===== src/rtl/memcheck.sv =====
// memcheck: read-back checker for the memory_controller port.
// It reads n consecutive words starting at address m and compares the low byte
// of each word with c[7:0]. When it is done it reports the mismatch count and
// the first failing address, together with a one-cycle finish pulse.
// The block only reads. Each read takes 3 cycles (ISSUE, WAIT, CMP), so the
// controller's 2-cycle read path is always met.
module memcheck #(
  parameter int ADDR_W = 32,
  parameter int DATA_W = 32
) (
  input  logic              clk,
  input  logic              reset,
  input  logic              start,
  input  logic [ADDR_W-1:0] m,
  input  logic [31:0]       n,
  input  logic [31:0]       c,
  output logic              finish,
  output logic [31:0]       return_val,
  output logic [ADDR_W-1:0] first_bad,
  output logic [ADDR_W-1:0] memory_controller_address,
  output logic              memory_controller_write_enable,
  output logic [DATA_W-1:0] memory_controller_in,
  input  logic [DATA_W-1:0] memory_controller_out
);

  localparam logic [2:0] S_IDLE  = 3'd0;
  localparam logic [2:0] S_SETUP = 3'd1;
  localparam logic [2:0] S_ISSUE = 3'd2;
  localparam logic [2:0] S_WAIT  = 3'd3;
  localparam logic [2:0] S_CMP   = 3'd4;
  localparam logic [2:0] S_DONE  = 3'd5;

  localparam logic [ADDR_W-1:0] NONE = '1;

  logic [2:0]        state;
  logic [31:0]       idx, cnt, len;
  logic [ADDR_W-1:0] base, bad_addr;
  logic [7:0]        exp_b;
  logic              accept;

  // A start is accepted in IDLE. It is also accepted in DONE, so that when
  // start is held high the next check begins the cycle after DONE. The
  // finish/return_val/first_bad outputs are still loaded from the finished run
  // on that same edge.
  assign accept = start && (state == S_IDLE || state == S_DONE);

  assign memory_controller_write_enable = 1'b0;
  assign memory_controller_in           = '0;

  // Check sequencer. All outputs are registered.
  always_ff @(posedge clk or posedge reset) begin
    if (reset) begin
      state                     <= S_IDLE;
      idx                       <= '0;
      cnt                       <= '0;
      len                       <= '0;
      base                      <= '0;
      exp_b                     <= '0;
      bad_addr                  <= NONE;
      finish                    <= 1'b0;
      return_val                <= '0;
      first_bad                 <= NONE;
      memory_controller_address <= '0;
    end else begin
      finish <= 1'b0;
      case (state)
        S_IDLE: begin
          // first_bad is cleared only on a start from IDLE. On a start from
          // DONE it must keep the result that finish is reporting.
          if (start) first_bad <= NONE;
        end
        S_SETUP: state <= (len == 32'd0) ? S_DONE : S_ISSUE;
        S_ISSUE: begin
          memory_controller_address <= base + ADDR_W'(idx);
          state                     <= S_WAIT;
        end
        S_WAIT: state <= S_CMP;
        S_CMP: begin
          if (memory_controller_out[7:0] != exp_b) begin
            cnt <= cnt + 32'd1;
            if (cnt == 32'd0) bad_addr <= memory_controller_address;
          end
          if (idx + 32'd1 == len) begin
            state <= S_DONE;
          end else begin
            idx   <= idx + 32'd1;
            state <= S_ISSUE;
          end
        end
        S_DONE: begin
          finish     <= 1'b1;
          return_val <= cnt;
          first_bad  <= bad_addr;
          state      <= S_IDLE;
        end
        default: state <= S_IDLE;
      endcase
      // Latch the arguments. This assignment comes last so that it overrides
      // the DONE -> IDLE transition.
      if (accept) begin
        base     <= m;
        len      <= n;
        exp_b    <= c[7:0];
        cnt      <= '0;
        idx      <= '0;
        bad_addr <= NONE;
        state    <= S_SETUP;
      end
    end
  end

endmodule


===== config.mk =====
export PLATFORM = sky130hd
export DESIGN_NAME = memcheck
export DESIGN_NICKNAME = d
export VERILOG_FILES = /design/src/rtl/memcheck.sv
export SDC_FILE = /design/constraint.sdc
export NUM_CORES = 1
export LEC_CHECK = 0
export ABC_AREA = 0
export BUFFER_PORTS_ARGS = -buffer_cell sky130_fd_sc_hd__buf_2
export CAP_MARGIN = 20
export CORE_MARGIN = 8
export CORE_UTILIZATION = 51
export CTS_CLUSTER_DIAMETER = 80
export DETAILED_ROUTE_END_ITERATION = 10
export PLACE_DENSITY = 0.77
export SLEW_MARGIN = 5
export SYNTH_ARGS = -nofsm -noshare
export SYNTH_HDL_FRONTEND = slang
export SYNTH_SLANG_ARGS = --single-unit

===== constraint.sdc =====
create_clock -name clk -period 6.95 [get_ports clk]
set_input_delay 0.3475 -clock clk [delete_from_list [all_inputs] [get_ports clk]]
set_output_delay 0.3475 -clock clk [all_outputs]
set_load 0.03 [all_outputs]

; Word-level counts from Yosys, hierarchy flattened
; Index checks and enable logic that the tools add are counted.
[op_classes]
n_addsub = 3
eq_ne = 10
n_reduce_logical = 13
muxes = 17
[op_table]
columns = op, n
row1 = $mux 32, 11
row2 = $add 32x1->32 const B, 2
row3 = $logic_not 32->1, 2
row4 = $pmux 32 s2, 1
row5 = $add 32x32->32, 1
row6 = $eq 32x32->1, 1
row7 = $pmux 3 s5, 1
row8 = $mux 3, 3
row9 = $ne 8x8->1, 1
row10 = $reduce_bool 2->1, 4
row11 = $eq 3x2->1 const B, 2
row12 = $eq 3x3->1 const B, 2
row13 = $ne 2x2->1 const B, 3
row14 = $reduce_and 2->1, 3
row15 = $eq 3x1->1 const B, 1
row16 = $logic_not 3->1, 1
row17 = $reduce_and 3->1, 1
row18 = $logic_and 1x1->1, 1
row19 = $logic_or 1x1->1, 1
row20 = $mux 1, 1
[word_totals]
input_bits = 131
elab_cells = 54
regBits = 268
output_inout_bits = 130

; Longest topological paths before layout
; Gate-level depths: netlist of the first run.
[depth]
word_depth = 5
mapped_depth = 12
depth_no_buf = 12

; Least setup slack after synthesis of the first run
; No wires, ideal clock.
[synth_timing]
path_type = register to register
start = register idx[0]
end = register idx[24]
path_stages_with_launch = 12
setup_slack_ns = 3.401
required_ns = 6.824
period_less_slack_ns = 3.549
setup_time_ns = 0.126
t_arrival_ns = 3.423
path_buffers = 1
cell_sequence = dfrtp_1 -> ha_1 -> nand3_1 -> or4_1 -> or2_2 -> xnor2_1 -> or4_4 -> nor4_4 -> o2111ai_4 -> clkbuf_1 -> o21ai_0 -> o21ai_2
[synth_via]
elab_chain_len = 4
elab_cells_between_ends = 7
cone_classes = add/sub: 1 / eq/ne: 2 / mux: 3 / reduce/logical: 1
[synth_rtl]
columns = element, line_no
row1 = "start, declared", 36  ; logic [31:0] idx, cnt, len;
row2 = "start signal, assigned", 86  ; idx <= idx + 32'd1;
row3 = $add 32x1->32 (*), "83, 86"
row4 = $eq 32x32->1 or $mux 32 (tied branches), 83  ; if (idx + 32'd1 == len) begin
row5 = $ne 2x2->1 (no line) or $mux 32 (tied branches), --
row6 = $reduce_and 2->1 (no line) or $mux 32 (tied branches), --
; Every way passes the cells marked *; elsewhere a longest branch is shown, timed or not. The select of a mux whose other input is x is not followed.
; A chain may end at the register's enable or synchronous reset.

; Final worst setup path of the first run
[layout_timing]
start = register idx[0]
end = register idx[9]
; Same word-level chain as after synthesis.

==> results of run 1 <==
[cell type report]
cell class / count / area [sq um]
fillers: 2334 / 10900
well taps: 346 / 433
inverters: 44 / 169
clock buffers: 37 / 796
repair buffers: 240 / 1510
diodes: 1 / 2.50
clock inverters: 17 / 149
multi-input cells: 1134 / 6730
flip-flops and latches: 268 / 6790
[power by group through the flow]
stage | combinational [uW] | sequential, uW | clock [uW]
floorplan | 134 | 1750 | 0
global placement | 164 | 1760 | 0
detailed placement | 171 | 1770 | 0
CTS | 193 | 1740 | 1540
global route | 222 | 1750 | 1600
finish | 193 | 1740 | 1510
[worst max-delay path, cell delays in order, from the launching register on]
cell and delay [ns]:
dfrtp_1 0.54, ha_1 0.37, nand3_1 0.26, or4_1 0.68, or2_2 0.35, xnor2_1 0.13, or4_4 0.55, nor4_4 0.30
o2111ai_4 0.51, nand2_2 0.37, mux2i_1 0.22
[synthesized netlist by cell type, drive strengths merged (30+ instances only)]
| cell | number |
|---|---|
| ha | 34 |
| nand2 | 336 |
| inv | 44 |
| o21ai | 138 |
| clkbuf | 64 |
| nor2 | 91 |
| dfstp | 64 |
| dfrtp | 204 |
| xnor2 | 65 |
| o22a | 32 |
| a21oi | 42 |
| buf | 43 |
| mux2 | 30 |
| nor3 | 34 |
| xor2 | 46 |
| nand3 | 41 |
[flip-flops by register name, indices dropped and copies added, names as in the netlist]
name and cells:
return_val 32, finish 1, memory_controller_address 32, cnt 32, first_bad 32, bad_addr 32, len 32, idx 32
base 32, exp_b 8, state 3
[through the flow]
stage | hold slack [ns] | cell area [sq um] | total power (uW) | setup WS (ns) | utilization, %
6_report | 0.0147 | 16600 | 3440 | 2.57 | 60.3
3_3_place_gp | 0.461 | 15100 | 1930 | 2.66 | 54.9
5_1_grt | 0.00638 | 16600 | 3580 | 2.42 | 60.3
2_1_floorplan | 0.450 | 14200 | 1890 | 3.12 | -
3_5_place_dp | 0.470 | 15100 | 1940 | 2.60 | 55.0
4_1_cts | 0.000781 | 16500 | 3480 | 2.60 | 60.2
[how the worst max path moves through the flow]
stage / depth (start not counted) / end / start / slack [ns]
floorplan: 1 / base[0]$_DFFE_PP0P_ / reset / 3.12
global placement: 10 / idx[23]$_DFFE_PP0P_ / idx[0]$_DFFE_PP0P_ / 2.66
detailed placement: 10 / idx[23]$_DFFE_PP0P_ / idx[0]$_DFFE_PP0P_ / 2.60
CTS: 10 / idx[9]$_DFFE_PP0P_ / idx[0]$_DFFE_PP0P_ / 2.60
global route: 10 / idx[23]$_DFFE_PP0P_ / idx[0]$_DFFE_PP0P_ / 2.42
finish: 10 / idx[9]$_DFFE_PP0P_ / idx[0]$_DFFE_PP0P_ / 2.57
[cell families (layout without fill, tap and decap cells)]
kind of cell / count (synthesis) / count (layout) / synth area share [%]
buffers and inverters: 151 / 338 / 5.09
XOR/XNOR: 111 / 111 / 6.90
adder cells (fa/ha/maj): 35 / 35 / 3.16
AO/OA/AOI/OAI: 282 / 282 / 13.0
multiplexers: 34 / 34 / 2.77
other: 1 / 34 / 0.0266
flip-flops: 268 / 268 / 48.2
AND/OR/NAND/NOR: 639 / 639 / 20.9
[repair_timing]
| item | CTS | global route |
|---|---|---|
| hold buffers | 48 | 1 |
| setup buffers | 0 | 0 |
| resized for setup | 0 | 0 |
| hold endpoints to repair | 48 | 6 |
[per-layer routing]
metal	vias up	routed length [um]	global-route usage, %
met5	-	0	0
met4	0	824	5.84
met3	47	2070	2.78
met2	338	16700	33.7
met1	5491	16200	29.3
li1	5560	-	-
==> results.yml, run 1 <==
final_layout:
  layout_commonest_cell: "nand2_1"
  stdcell_count: 2087
  layout_common_cells: "nand2_1 (334), dfrtp_1 (204), buf_2 (179)"
  area_delta_synth_final_pct: 17.7
  fin_nets: 1883
  drive_above_1_share_pct: 21.6
worst_setup_path:
  reg2regPathDepth: 10
  cp-start-kind: "register"
  crit_path_end_kind: "register"
  r2r-end: "idx[9]$_DFFE_PP0P_"
  arrival_ns: 4.84
  cp.required_ns: 7.41
  r2r-start: "idx[0]$_DFFE_PP0P_"
  crit_fanout: 28
  regToRegSetupSlack_ns: 2.57
  crit_type: "register to register"
clock_tree:
  ctsLongestPathBuffers: 3
  htree_levels: 1
  insertion_delay_ns: 0.54
  clk_pin_slew_ns: 0.06
  cts_buffers: 29
  root_buffer: "clkbuf_16"
  clock-sinks: 268
  cts_tree: "built"
sta:
  clock.fmax_mhz: 228
  rsz0062_at_grt: "no"
  slew_violations: 0
  setup_viol: 0
  min_period_ns: 4.38
  fin_worst_skew_ns: 0.0103
  slew_headroom_pct: 30.8
  hold_viol_final: 0
  finalCritPeriodShare_pct: 63.0
  worst_pin_slew_ns: 1.03
  finalSetupTns_ns: 0
synth:
  synth_seq_cells: 268
  ys_seq_area_share_pct: 48.2
  yosysUniqueCellTypes: 69
  syn_avg_cell_area_sq_um: 9.26
  synth_cells: 1521
  netlist.area_leader.share_pct: 36.2
  synth_area_leader_cell: "dfrtp_1"
  yosys_warnings: 0
  synthArstFlopShare_pct: 100
  ys.flop_type: "dfrtp_1"
  yosys-top-cells-area: "dfrtp_1 (36%), dfstp_2 (12%), nand2_1 (8.9%)"
  synth_edf_count: 0
  syn-cell-area_sq_um: 14100
grt:
  grtUsageTotal_pct: 20.9
  grt_overflow: 0
  grt_pass1_vias: 11000
  antenna_found_initial: 0
  grt_pass1_wl_um: 57600
  grt_max_degree: 154
drt:
  drc_errors: 0
  drt_iter0_markers: 852
  wl_per_cell_um: 17.1
  ant_nets: 0
  dr.pass1.iters: 5
  vias_per_cell: 5.48
  via_count: 11400
  wl_um: 35800
floorplanning:
  fp.coreArea_sq_um: 27500
  initial_core_util_pct: 51.3
  rows: 61
  die_width_um: 182
  die_area_sq_um: 33200
  die_h_um: 182
  io_pins: 261
pwr:
  p_int_uw: 2650
  p_sw_uw: 790
  power_density_nw_per_um2: 207
  power.share.sequential_pct: 50.6
  swShare_pct: 23.0
  power.leakage_uw: 0.00813
  ir_drop_v: 0.000166
  pwr-share-comb_pct: 5.6
  clkPwrFrac_pct: 43.8
min_path:
  min_from: "m[26]"
  hold_path_end: "base[26]$_DFFE_PP0P_"
  hold_path.class: "input pin to register"
  hold_path_depth: 3
place:
  dp.cells: 1981
  post-dp-hpwl_um: 25000
  globalplace.congestion: 0.888
  io_buffer_count: 179
flow_run:
  maxCapViolCount: 0
outcome:
  status: "complete, no violations"
Note: power is estimated with default switching activity, not from simulation.
==> run 2, diff against run 1 <==
--- a/config.mk
+++ b/config.mk
@@ -5,14 +5,14 @@
 export SDC_FILE = /design/constraint.sdc
 export NUM_CORES = 1
 export LEC_CHECK = 0
-export ABC_AREA = 0
+export ABC_AREA = 1
 export BUFFER_PORTS_ARGS = -buffer_cell sky130_fd_sc_hd__buf_2
 export CAP_MARGIN = 20
 export CORE_MARGIN = 8
-export CORE_UTILIZATION = 51
+export CORE_UTILIZATION = 57
 export CTS_CLUSTER_DIAMETER = 80
 export DETAILED_ROUTE_END_ITERATION = 10
-export PLACE_DENSITY = 0.77
+export PLACE_DENSITY = 0.81
 export SLEW_MARGIN = 5
 export SYNTH_ARGS = -nofsm -noshare
 export SYNTH_HDL_FRONTEND = slang
==> constraint.sdc (replaced) <==
create_clock -name clk -period 4.6 [get_ports clk]
set_input_delay 0.23 -clock clk [delete_from_list [all_inputs] [get_ports clk]]
set_output_delay 0.23 -clock clk [all_outputs]
set_load 0.03 [all_outputs]
==> results.yml, run 2 <==
sta:
  clock.fmax_mhz: 332
  fin_worst_skew_ns: 0.00994
  finalCritPeriodShare_pct: 65.6
  slew_headroom_pct: 36.2
  hold_slack_ns: 0.214
  slew_violations: 0
  worst_pin_slew_ns: 0.956
  rsz0062_at_grt: "no"
  setup_viol: 0
  min_period_ns: 3.02
  finalSetupTns_ns: 0
  hold_viol_final: 0
floorplanning:
  rows: 59
  die_h_um: 177
  io_pins: 261
  die_area_sq_um: 31400
  fp.coreArea_sq_um: 25800
  die_width_um: 177
  initial_core_util_pct: 57.5
synth:
  ys.flop_type: "dfrtp_1"
  synth_seq_cells: 268
  yosys-top-cells-area: "dfrtp_1 (34%), nand2_1 (15%), dfstp_2 (11%)"
  synthArstFlopShare_pct: 100
  synth_edf_count: 0
  syn-cell-area_sq_um: 14800
  netlist.area_leader.share_pct: 34.5
  yosys_warnings: 0
  synth_area_leader_cell: "dfrtp_1"
  synth.most_common_cell: "nand2_1"
  ys_seq_area_share_pct: 45.8
  yosysUniqueCellTypes: 44
  synth_cells: 1936
  syn_avg_cell_area_sq_um: 7.65
  synth_top_cells_by_count: "nand2_1 (611), dfrtp_1 (204), nor2_1 (177)"
final_layout:
  drive_above_1_share_pct: 15.9
  fin_nets: 2330
  layout_commonest_cell: "nand2_1"
  layout_common_cells: "nand2_1 (611), dfrtp_1 (204), buf_2 (179)"
  diodes: 0
  area_delta_synth_final_pct: 18.7
  stdcell_count: 2521
clock_tree:
  clk_pin_slew_ns: 0.06
  insertion_delay_ns: 0.54
  cts_buffers: 28
  htree_levels: 1
  postCtsSetupBuffers: 0
  ctsLongestPathBuffers: 3
  cts_tree: "built"
  root_buffer: "clkbuf_16"
  clock-sinks: 268
worst_setup_path:
  cp.required_ns: 5.07
  cp_top_family: "simple AND/OR/NAND/NOR gates"
  crit_fanout: 33
  critPathSlowestCell: "dfrtp_1"
  arrival_ns: 3.49
  crit_type: "register to register"
  cp_common_cell: "nand2_1"
  crit_chain: "ha_1, nand2_1, nor2_4, nand2_1, nor2_4, nand2_1, nand2_1, nand2_1, nand2_1, nand2_1, nor2_1, nand2_1, nor2_2, nand3_2, nand2_4, nand3_1, nand2_1"
  cp.buffers_inverters: 0
  crit_path_end_kind: "register"
  critPathMaxStageDelay_ns: 0.48
  cp-start-kind: "register"
drt:
  highest-signal-layer: "met4"
  dr.pass1.iters: 7
  ant_nets: 0
  drc_errors: 0
  wl_per_cell_um: 17.0
  via_count: 13900
  wl_um: 42800
  met1_length_um: 18500
  drt_iter0_markers: 1369
  wl_met3_um: 2880
  routed-wl-met2_um: 20000
  vias_per_cell: 5.51
outcome:
  status: "complete, no violations"
pwr:
  power.share.sequential_pct: 43.4
  pwr-share-comb_pct: 31.1
  finalPower_uw: 9140
  p_int_uw: 5670
  power.leakage_uw: 0.00866
  swShare_pct: 38.0
  clkPwrFrac_pct: 25.5
  ir_drop_v: 0.000525
  power_density_nw_per_um2: 520
  p_sw_uw: 3470
place:
  post-dp-hpwl_um: 30100
  io_buffer_count: 179
  globalplace.congestion: 0.962
  dp.cells: 2396
grt:
  grt_pass1_vias: 13500
  grt_max_degree: 160
  grt_pass1_wl_um: 68600
  grtUsageTotal_pct: 26.8
  antenna_found_initial: 0
  grt_overflow: 0
flow_run:
  maxCapViolCount: 0
min_path:
  hold_path.class: "input pin to asynchronous set/reset pin"
-- run 2: per-layer routing --
layer  up-vias  global-route usage [%]
li1       6730                       -
met1      6540                    36.3
met2       526                    43.7
met3        94                    3.65
met4         0                    9.11
met5         -                       0
-- run 2: what timing repair did --
action,CTS,global route
setup endpoints to repair,0,0
resized for setup,0,0
endpoints found under the hold margin,84,0
hold buffers,73,0
-- run 2: kinds of logic (layout without fill, tap and decap cells) --
family                     count (synthesis)  in the layout  share of synthesized area, %
AOI/OAI and AO/OA                        260            260                          10.3
buffers and inverters                    267            485                          7.79
other                                      1             33                        0.0253
and+or+nand+nor                         1065           1065                          30.7
DFF                                      268            268                          45.8
adders and majority gates                 35             35                          3.01
xor gates and xnor gates                  40             40                          2.37
-- run 2: final cells by class --
class / count / area [sq um]
fill: 2100 / 8200
timing repair buffer: 263 / 1740
clock buffer: 42 / 877
clock inverter: 10 / 90.1
multi-input combinational: 1433 / 7010
inverter: 170 / 642
sequential: 268 / 6790
tap: 335 / 419
-- run 2: per-stage QoR --
step / worst slack [ns] / util (%) / cell area, sq um
6_report: 1.58 / 68.2 / 17600
3_3_place_gp: 1.76 / 61.5 / 15900
3_5_place_dp: 1.67 / 61.6 / 15900
5_1_grt: 1.29 / 68.2 / 17600
4_1_cts: 1.62 / 68.2 / 17600
2_1_floorplan: 0.883 / - / 14900
-- run 2: power groups by stage --
stage / registers [uW] / clock network (uW) / logic, uW
global placement: 3950 / 0 / 2680
detailed placement: 3980 / 0 / 2770
global route: 4070 / 2450 / 3160
CTS: 3950 / 2360 / 2840
floorplan: 4360 / 0 / 1480
finish: 3970 / 2330 / 2840
-- run 2: worst min-delay path, stage by stage --
cell           delay (ns)
dlygate4sd3_1        0.54
buf_2                0.13
clkinvlp_4           0.25
-- run 2: final timing paths --
kind / slack, ns / start / cells after the start / to
max in group asynchronous: 3.25 / reset / 4 / base[20]$_DFFE_PP0P_
min: 0.21 / reset / 3 / return_val[19]$_DFFE_PP0P_
min in group clk: 0.42 / start / 6 / cnt[0]$_DFFE_PP0P_
max: 1.58 / idx[1]$_DFFE_PP0P_ / 17 / idx[4]$_DFFE_PP0P_
min reg2reg: 0.47 / return_val[31]$_DFFE_PP0P_ / 2 / return_val[31]$_DFFE_PP0P_
max reg2reg: 1.58 / idx[1]$_DFFE_PP0P_ / 17 / idx[4]$_DFFE_PP0P_
==> run 3, diff against run 2 <==
--- a/config.mk
+++ b/config.mk
@@ -9,10 +9,10 @@
 export BUFFER_PORTS_ARGS = -buffer_cell sky130_fd_sc_hd__buf_2
 export CAP_MARGIN = 20
 export CORE_MARGIN = 8
-export CORE_UTILIZATION = 57
+export CORE_UTILIZATION = 51
 export CTS_CLUSTER_DIAMETER = 80
 export DETAILED_ROUTE_END_ITERATION = 10
-export PLACE_DENSITY = 0.81
+export PLACE_DENSITY = 0.77
 export SLEW_MARGIN = 5
 export SYNTH_ARGS = -nofsm -noshare
 export SYNTH_HDL_FRONTEND = slang
==> constraint.sdc (replaced) <==
create_clock -name clk -period 2.4 [get_ports clk]
set_input_delay 0.12 -clock clk [delete_from_list [all_inputs] [get_ports clk]]
set_output_delay 0.12 -clock clk [all_outputs]
set_load 0.03 [all_outputs]
==> results.yml, run 3 (synthesized netlist as in run 2, its figures left out) <==
drt:
  wl_per_cell_um: 17.2
  vias_per_cell: 5.39
  drc_errors: 0
  routed-wl-met2_um: 21000
  met1_length_um: 20100
  via_count: 14500
  ant_nets: 0
  highest-signal-layer: "met4"
  wl_um: 46100
  dr.pass1.iters: 6
  wl_met3_um: 3290
  drt_iter0_markers: 1178
floorplanning:
  rows: 62
  fp.coreArea_sq_um: 28600
  die_h_um: 186
  io_pins: 261
  die_width_um: 186
  initial_core_util_pct: 51.7
  die_area_sq_um: 34700
sta:
  worst_pin_slew_ns: 0.973
  finalCritPeriodShare_pct: 110
  clock.fmax_mhz: 380
  rsz0062_at_grt: "yes"
  fin_worst_skew_ns: 0.0158
  setup_viol: 35
  min_period_ns: 2.63
  finalSetupTns_ns: -6.65
  setup_ws_ns: -0.230
  slew_headroom_pct: 35.1
  hold_viol_final: 0
  slew_violations: 0
grt:
  grt_pass1_wl_um: 75000
  grt_pass1_vias: 14500
  grtUsageTotal_pct: 25.7
  grt_max_degree: 157
  grt_overflow: 0
  antenna_found_initial: 3
clock_tree:
  clock-sinks: 268
  htree_levels: 1
  clk_pin_slew_ns: 0.07
  cts_tree: "built"
  ctsLongestPathBuffers: 3
  root_buffer: "clkbuf_16"
  insertion_delay_ns: 0.55
  cts_buffers: 28
place:
  pre_cts_ws_ns: -0.191
  globalplace.congestion: 0.933
  post-dp-hpwl_um: 32400
  io_buffer_count: 179
outcome:
  status: "finished, violations left"
  failed_checks: "negative setup slack"
worst_setup_path:
  arrival_ns: 3.06
  cp.required_ns: 2.83
  crit_type: "register to register"
  crit_fanout: 16
  crit_path_end_kind: "register"
  cp-start-kind: "register"
final_layout:
  layout_common_cells: "nand2_1 (604), dfrtp_1 (192), buf_2 (179)"
  fillers: 2408
  drive_above_1_share_pct: 23.2
  area_delta_synth_final_pct: 28.0
  fin_nets: 2439
  layout_commonest_cell: "nand2_1"
flow_run:
  maxCapViolCount: 0
pwr:
  power.leakage_uw: 0.00931
  ir_drop_v: 0.000726
  power_density_nw_per_um2: 939
min_path:
  hold_path.class: "input pin to asynchronous set/reset pin"
[run 3: report_power, final]
group	switching, uW	internal, uW	leakage, uW
Sequential	1260	6350	0.00326
Clock	1810	2490	0.000465
Combinational	3770	2120	0.00559
[run 3: metal layers]
| metal | GRT usage (%) | up-vias |
|---|---|---|
| met2 | 41.0 | 551 |
| met3 | 4.92 | 113 |
| met5 | 0 | - |
| met4 | 9.67 | 0 |
| li1 | - | 6950 |
| met1 | 34.4 | 6847 |
[run 3: worst paths after layout]
check / endpoint / slack (ns) / depth (start not counted) / from
worst min-delay path: cnt[17]$_DFFE_PP0P_ / 0.15 / 3 / reset
min in group clk: len[7]$_DFFE_PP0P_ / 0.31 / 4 / n[7]
worst max-delay path: idx[12]$_DFFE_PP0P_ / -0.23 / 19 / idx[0]$_DFFE_PP0P_
worst min register to register: return_val[31]$_DFFE_PP0P_ / 0.47 / 2 / return_val[31]$_DFFE_PP0P_
worst max register to register: idx[12]$_DFFE_PP0P_ / -0.23 / 19 / idx[0]$_DFFE_PP0P_
max in group asynchronous: idx[11]$_DFFE_PP0P_ / 1.46 / 4 / reset
[run 3: critical path, stage by stage, from the launching register on]
cell	delay [ns]
dfrtp_2	0.42
ha_4	0.18
nand2_4	0.06
nor2_4	0.20
nand2_2	0.10
nor2_4	0.16
buf_12	0.13
nand2_1	0.05
nand2_1	0.07
nand2_1	0.07
nand2_1	0.06
nand2_1	0.05
nor2_2	0.10
nand2_1	0.07
nor2_2	0.15
nand3_2	0.12
buf_4	0.18
clkbuf_16	0.19
nand4_1	0.09
nand2_1	0.06
[run 3: final cells by class]
class	count	area (sq um)	share of cell area (%)
antenna	3	7.51	0.0396
clock buffer	43	870	4.59
clock inverter	9	50.0	0.264
inverter	170	642	3.39
multi-input combinational	1433	7340	38.7
sequential	268	6800	35.9
tap	384	480	2.54
timing repair buffer	372	2760	14.6
[run 3: metrics by stage]
step,std cells,hold WS (ns),utilization (%),cell area [sq um],power (uW)
final,2682,0.151,66.2,19000,17800
after global routing,2682,0.184,66.2,19000,18900
after CTS,2675,0.152,64.9,18600,17700
after detailed placement,2543,0.170,58.6,16800,13200
after global placement,2543,0.165,58.6,16800,13100
after floorplan,1968,0.237,-,14900,11200
[run 3: timing repair]
item | in CTS | in global routing
endpoints found under the setup margin | 47 | 72
pin swaps | 9 | 25
endpoints found under the hold margin | 134 | 0
setup buffers | 6 | 4
cloned | 1 | 1
resized for setup | 19 | 91
hold buffers | 73 | 0
